`src/rtl/add32_byte_sequencer.sv`:
```
// add32_byte_sequencer: two-requester adder that computes a+b+cin one
// SLICE_W-bit slice per cycle on a single shared slice adder. Round-robin
// arbitration in IDLE; result is held in DONE until the consumer takes it.
module add32_byte_sequencer #(
  parameter int WIDTH   = 32,
  parameter int SLICE_W = 8
) (
  input  logic             clk,
  input  logic             rst_n,
  input  logic             req0_valid,
  input  logic             req1_valid,
  output logic             req0_ready,
  output logic             req1_ready,
  input  logic [WIDTH-1:0] req0_a,
  input  logic [WIDTH-1:0] req0_b,
  input  logic [WIDTH-1:0] req1_a,
  input  logic [WIDTH-1:0] req1_b,
  input  logic             req0_cin,
  input  logic             req1_cin,
  output logic             rsp_valid,
  input  logic             rsp_ready,
  output logic [WIDTH-1:0] rsp_sum,
  output logic             rsp_cout,
  output logic             rsp_id,
  output logic             busy
);

  localparam int N_SLICES = WIDTH / SLICE_W;
  localparam int KW       = (N_SLICES > 1) ? $clog2(N_SLICES) : 1;
  localparam logic [KW-1:0] LAST = KW'(N_SLICES - 1);

  typedef enum logic [1:0] {IDLE, ADD, DONE} state_t;

  state_t             r_state;
  logic               r_ptr;       // 0: req0 wins a tie, 1: req1 wins
  logic [WIDTH-1:0]   r_a;
  logic [WIDTH-1:0]   r_b;
  logic               r_carry;
  logic [KW-1:0]      r_k;
  logic [WIDTH-1:0]   r_sum;
  logic               r_cout;
  logic               r_id;
  logic               r_rsp_valid;
  logic               r_busy;

  logic               w_gnt1;
  logic               w_idle;
  logic               w_xfer;
  logic [SLICE_W-1:0] w_sa;
  logic [SLICE_W-1:0] w_sb;
  logic [SLICE_W-1:0] w_s;
  logic               w_c;

  // Round-robin grant: a lone requester always wins, a tie goes to r_ptr.
  // Readys are gated by rst_n so nothing is offered while reset is held.
  assign w_gnt1     = req1_valid & (~req0_valid | r_ptr);
  assign w_idle     = rst_n & (r_state == IDLE);
  assign req0_ready = w_idle & ~w_gnt1;
  assign req1_ready = w_idle &  w_gnt1;
  assign w_xfer     = (req0_valid & req0_ready) | (req1_valid & req1_ready);

  // The one shared slice adder; operand slice chosen by the slice index.
  assign w_sa       = r_a[r_k*SLICE_W +: SLICE_W];
  assign w_sb       = r_b[r_k*SLICE_W +: SLICE_W];
  assign {w_c, w_s} = {1'b0, w_sa} + {1'b0, w_sb} + {{SLICE_W{1'b0}}, r_carry};

  assign rsp_valid = r_rsp_valid;
  assign rsp_sum   = r_sum;
  assign rsp_cout  = r_cout;
  assign rsp_id    = r_id;
  assign busy      = r_busy;

  // Sequencer FSM: accept in IDLE, one slice per cycle in ADD, hold in DONE.
  always_ff @(posedge clk) begin
    if (!rst_n) begin
      r_state     <= IDLE;
      r_ptr       <= 1'b0;
      r_a         <= '0;
      r_b         <= '0;
      r_carry     <= 1'b0;
      r_k         <= '0;
      r_sum       <= '0;
      r_cout      <= 1'b0;
      r_id        <= 1'b0;
      r_rsp_valid <= 1'b0;
      r_busy      <= 1'b0;
    end else begin
      case (r_state)
        IDLE: begin
          if (w_xfer) begin
            r_a     <= w_gnt1 ? req1_a   : req0_a;
            r_b     <= w_gnt1 ? req1_b   : req0_b;
            r_carry <= w_gnt1 ? req1_cin : req0_cin;
            r_id    <= w_gnt1;
            r_ptr   <= ~w_gnt1;
            r_k     <= '0;
            r_state <= ADD;
            r_busy  <= 1'b1;
          end
        end
        ADD: begin
          r_sum[r_k*SLICE_W +: SLICE_W] <= w_s;
          r_carry <= w_c;
          r_k     <= r_k + KW'(1);
          if (r_k == LAST) begin
            r_cout      <= w_c;
            r_rsp_valid <= 1'b1;
            r_state     <= DONE;
          end
        end
        DONE: begin
          if (rsp_ready) begin
            r_rsp_valid <= 1'b0;
            r_busy      <= 1'b0;
            r_state     <= IDLE;
          end
        end
        default: begin
          r_state <= IDLE;
          r_busy  <= 1'b0;
        end
      endcase
    end
  end

endmodule

```
`config.mk`:
```
export PLATFORM = sky130hd
export DESIGN_NAME = add32_byte_sequencer
export DESIGN_NICKNAME = d
export VERILOG_FILES = /design/src/rtl/add32_byte_sequencer.sv
export SDC_FILE = /design/constraint.sdc
export NUM_CORES = 1
export LEC_CHECK = 0
export ABC_AREA = 1
export BUFFER_PORTS_ARGS = -buffer_cell sky130_fd_sc_hd__buf_2
export CORE_MARGIN = 2
export CORE_UTILIZATION = 55
export CTS_CLUSTER_DIAMETER = 60
export DETAILED_ROUTE_END_ITERATION = 8
export PLACE_DENSITY = 0.86
export SYNTH_ARGS = -nofsm -noshare
export SYNTH_HDL_FRONTEND = slang
export SYNTH_SLANG_ARGS = --single-unit
```
`constraint.sdc`:
```
create_clock -name clk -period 5 [get_ports clk]
set_input_delay 0.25 -clock clk [delete_from_list [all_inputs] [get_ports clk]]
set_output_delay 0.25 -clock clk [all_outputs]
set_load 0.1 [all_outputs]
```
### Word level (Yosys, flattened, before mapping)

Cells that the tools add are included.

* memory bits (writable): 0
* ROM bits: 0
* bits in latches: 0
* bits in registers: 106
* memories kept: 0
* output and inout port bits: 38
* word-level logic and storage cells: 62
* input bits: 135

* bitwise logic cells: 11
* shift-type cells: 4
* equality and inequality tests: 6
* multiply operators: 0
* reductions and logical operators: 9
* order comparisons: 0
* div/mod/pow operators: 0
* add/sub/neg operators: 4
* mux-type cells: 17

Operators with widths (number)
* 32-bit 2-to-1 mux: 2
* 32-bit by 6-bit indexed part select with 8-bit output: 2
* 5-bit negation with 34-bit output: 1
* 8-bit by 34-bit variable shift with 32-bit output (first input constant): 1
* 8-bit by 34-bit indexed part select with 32-bit output: 1
* 32-bit bitwise mux: 1
* 8-bit by 8-bit adder with 9-bit output: 1
* 9-bit by 1-bit adder with 9-bit output: 1
* 3-bit AND reduction: 3
* 2-bit 2-to-1 mux: 4
* 1-bit bitwise AND: 6
* 2-bit inequality test (second input constant): 3
* 2-bit case mux with 3 select lines: 1
* 2-bit AND reduction: 3
* 1-bit 2-to-1 mux: 5
* 2-bit equality test (second input constant): 2
* 1-bit case mux with 2 select lines: 2
* 2-bit case mux with 2 select lines: 1
* 2-bit nonzero test: 2
* 1-bit inverter: 3
* 1-bit case mux with 3 select lines: 1
* 2-bit by 1-bit adder with 2-bit output (second input constant): 1
* 2-bit by 1-bit equality test with 1-bit output (second input constant): 1
* 2-bit zero test: 1
* 1-bit OR: 2

### Longest topological paths before layout

* depth in word-level cells: 9
* mapped depth: 17
* mapped depth without buffers: 14

### Worst setup path after synthesis

OpenSTA, ideal clock, no wires.

* path type: reg2reg
* from: register r_k[0]
* to: register r_sum[14] (netlist: rsp_sum[14])
* clock period less this slack: 2.689 ns
* path slack: 2.311 ns
* buffers on the path: 3
* required time: 4.930 ns
* stages on the path, launching flop included: 18
* arrival time: 2.619 ns
* library setup time: 0.070 ns
* cells stage by stage: dfxtp_1 -> buf_2 -> inv_1 -> buf_2 -> buf_2 -> nor2_1 -> o22ai_1 -> fa_1 -> fa_1 -> nand2_1 -> nand2_1 -> nand3_1 -> nand2_1 -> nand2_1 -> nand3_1 -> nor2_1 -> nand2_1 -> a21oi_1

* cells in the longest elaborated chain, start to end: 5
* elaborated cells between the ends (all ways): 8
* those cells by class: 3 x add/sub; 4 x shift; 1 x mux

Ends and longest elaborated chain
* start: declaration: line 39 `logic [KW-1:0] r_k;`
* start signal: assignment: line 104 `r_k <= r_k + KW'(1);`
* 32-bit by 6-bit indexed part select with 8-bit output (on tied branches): line 63, 64
* 8-bit by 8-bit adder with 9-bit output: line 65 `assign {w_c, w_s} = {1'b0, w_sa} + {1'b0, w_sb} + {{SLICE_W{1'b0}}, r_carry};`
* 9-bit by 1-bit adder with 9-bit output: line 65
* 8-bit by 34-bit indexed part select with 32-bit output: line 102 `r_sum[r_k*SLICE_W +: SLICE_W] <= w_s;`
* 32-bit bitwise mux *: line 102
* end signal: indexed assignment: line 102
* end: declaration: line 40 `logic [WIDTH-1:0] r_sum;`

Every way passes the cells marked *; elsewhere a longest branch is shown, timed or not.
A chain may end at the register's enable or synchronous reset.

### Worst setup path after layout

* from: register r_ptr
* to: output req1_ready

* cells in the longest elaborated chain, start to end: 3

Ends and longest elaborated chain
* start: declaration: line 35 `logic r_ptr;`
* start signal: assignment: line 95 `r_ptr <= ~w_gnt1;`
* 1-bit OR: line 56 `assign w_gnt1 = req1_valid & (~req0_valid | r_ptr);`
* 1-bit bitwise AND: line 56
* 1-bit bitwise AND: line 59 `assign req1_ready = w_idle & w_gnt1;`
* end: declaration: line 13 `output logic req1_ready,`

Every way passes these cells.

==> flow_summary.toml <==
[power]
ir_drop_v = 0.000176
power_density_nw_per_um2 = 331
p_leak_nw = 2.73

[cts]
path_clk_slew_ns = 0.11
cts_tree = "yes"
cts_sinks = 106
hold_buffers = 0
h-tree-depth = 3
cts_root_buffer = "clkbuf_8"
cts_buffers = 9
cts_setup_buffers = 0
ctsLongestPathBuffers = 2
cts_resized = 0
clk_latency_ns = 0.38

[die]
dieArea_um2 = 10200
die_w_um = 101
ioPinCount = 173
core_um2 = 9150
die_y_um = 101
num_rows = 35
start_util_pct = 56.3

[global_routing]
grt_max_degree = 73
met3_usage_pct = 4.09
busiest_layer = "met2"
grt_pass1_wl_mm = 23.6
grt_pass1_vias = 5162
use_met1_pct = 36.1
antenna_found_initial = 0
overflow = 0
grt_use_total_pct = 28.9
use_met2_pct = 49.2

[yosys]
synthTopCellsByArea = "dfxtp_1 (41%), nand2_1 (16%), a31oi_1 (6.2%)"
synthesis.area_um2 = 5150
synth.top_cells.by_count = "nand2_1 (218), dfxtp_1 (106), o21ai_0 (63), a31oi_1 (51)"
synth_largest_area_cell = "dfxtp_1"
synth_cells = 711
yosys_warnings = 0
synth_top_cell_area_share_pct = 41.2
avgSynthCellArea_um2 = 7.24
synth_most_common_cell = "nand2_1"
syn-num-nets = 861
yosysUniqueCellTypes = 33
synth_seq_cells = 106
synth_edf_count = 0
synthArstFlopShare_pct = 0
synth_ff_type = "dfxtp_1"
yosysSeqAreaShare_pct = 41.2

[cells_and_area]
insertedDiodeCount = 0
nets = 1000
n_fill_cell = 812
area_delta_synth_final_pct = 19.6
drive_gt1_share_pct = 24.6
postLayoutCellArea_um2 = 6160
seqCellArea_um2 = 2120
multi_input_area_um2 = 2690

[route]
vias = 5492
drcViolationCount = 0
dr.pass1.iters = 5
ant_nets = 0
initialDrtViolationCount = 244
wl_per_cell_um = 14.8
wl_mm = 14.3
routed_via_density = 5.69

[critical_path]
required_ns = 4.75
path_class = "reg2out"
cp.arrival_ns = 3.18
worstSetupEndpointType = "primary output"
start_kind = "register"
cp_max_fo = 37

[place]
io_buffers = 172
placed_area_um2 = 5930
hpwlAfterDp_mm = 10.5
finalWeightedCongestion = 0.874

[timing]
rsz0062_at_grt = "false"
tightest_slew_ns = 1.18
max_freq_ghz = 0.292
drv_slew = 0
slew_headroom_pct = 21.3
skew_ns = 0.0142
hold_viol = 0
finalSetupViolations = 0
final.min_clock_period_ns = 3.43
fin_tns_setup_ns = 0
period_share_pct = 68.6

[flow_run]
maxCapViolations = 0

[worst_hold_path]
hp-class = "in2reg"

[run_status]
status = "complete, no violations"
-- state kept, by name, summed over array words and instances, names as in the netlist, 2 cells and up --
register  cells
r_a          32
r_b          32
rsp_sum      32
r_k           2
r_state       2
-- metrics by stage --
| step | power [mW] | hold slack (ns) | util [%] | std cells | worst slack [ns] |
|---|---|---|---|---|---|
| after floorplan | 1.30 | 0.409 | - | 711 | 2.31 |
| after global placement | 1.43 | 0.450 | 64.8 | 950 | 1.91 |
| after detailed placement | 1.44 | 0.452 | 64.8 | 950 | 1.80 |
| after CTS | 2.04 | 0.118 | 67.3 | 966 | 1.59 |
| after global routing | 2.14 | 0.127 | 67.3 | 966 | 1.36 |
| final | 2.04 | 0.120 | 67.3 | 966 | 1.57 |
-- final cells by class --
class | instances | share of cell area, %
Clock inverter | 6 | 1.54
Tap cell | 111 | 2.25
Sequential cell | 106 | 34.4
Clock buffer | 10 | 2.23
Multi-Input combinational cell | 532 | 43.6
Inverter | 27 | 1.69
Timing Repair Buffer | 174 | 14.2
-- final timing paths --
path | start | to | slack, ns | cells past startpoint
worst max-delay path | r_ptr | req1_ready | 1.57 | 5
worst min-delay path | req1_b[19] | r_b[19] | 0.12 | 3
worst max register to register | r_k[1] | rsp_sum[12] | 1.70 | 10
worst min register to register | rsp_sum[23] | rsp_sum[23] | 0.46 | 2
-- kinds of logic after synthesis --
kind of cell | synth area share [%]
xor+xnor | 0.510
simple gates | 25.4
compound gates | 22.3
buf+inv | 6.61
fa+ha+maj | 3.94
flops | 41.2
-- cells in the final DEF, fill, tap and decap left out, types with 2 or more instances in the layout --
master,Yosys,final
inv_2,5,5
bufinv_16,0,2
nor2_4,2,2
o21ai_1,2,2
nand2_2,3,3
clkbuf_8,0,10
xor2_1,3,3
buf_4,6,2
nand3_1,20,20
clkinv_4,0,2
a31oi_1,51,51
a21oi_1,49,49
nand3b_1,2,2
nand2_1,218,218
ha_1,13,13
inv_6,0,2
inv_1,21,21
fa_1,2,2
a22oi_1,17,17
nor2_2,4,4
o21ai_0,63,63
o22ai_1,16,16
nand4_1,11,11
dfxtp_1,106,106
buf_2,15,172
nor2_1,49,49
-- layer usage --
layer / vias up / routed length, um
li1: 2696 / -
met1: 2520 / 5850
met2: 239 / 6990
met3: 37 / 998
met4: 0 / 420
met5: - / 0
-- where the power goes --
group / internal, mW / switching (mW) / leakage (nW)
logic: 0.159 / 0.341 / 1.75
registers: 0.897 / 0.0348 / 0.865
clock network: 0.301 / 0.306 / 0.117
total: 1.36 / 0.682 / 2.73
-- worst max-delay path, stage by stage, from the launching register on --
cell and delay, ns:
dfxtp_1 0.33, inv_1 0.07, a21boi_4 0.67, inv_2 0.44
nor2_4 0.72, buf_2 0.56
(Power assumes the default switching activity.)
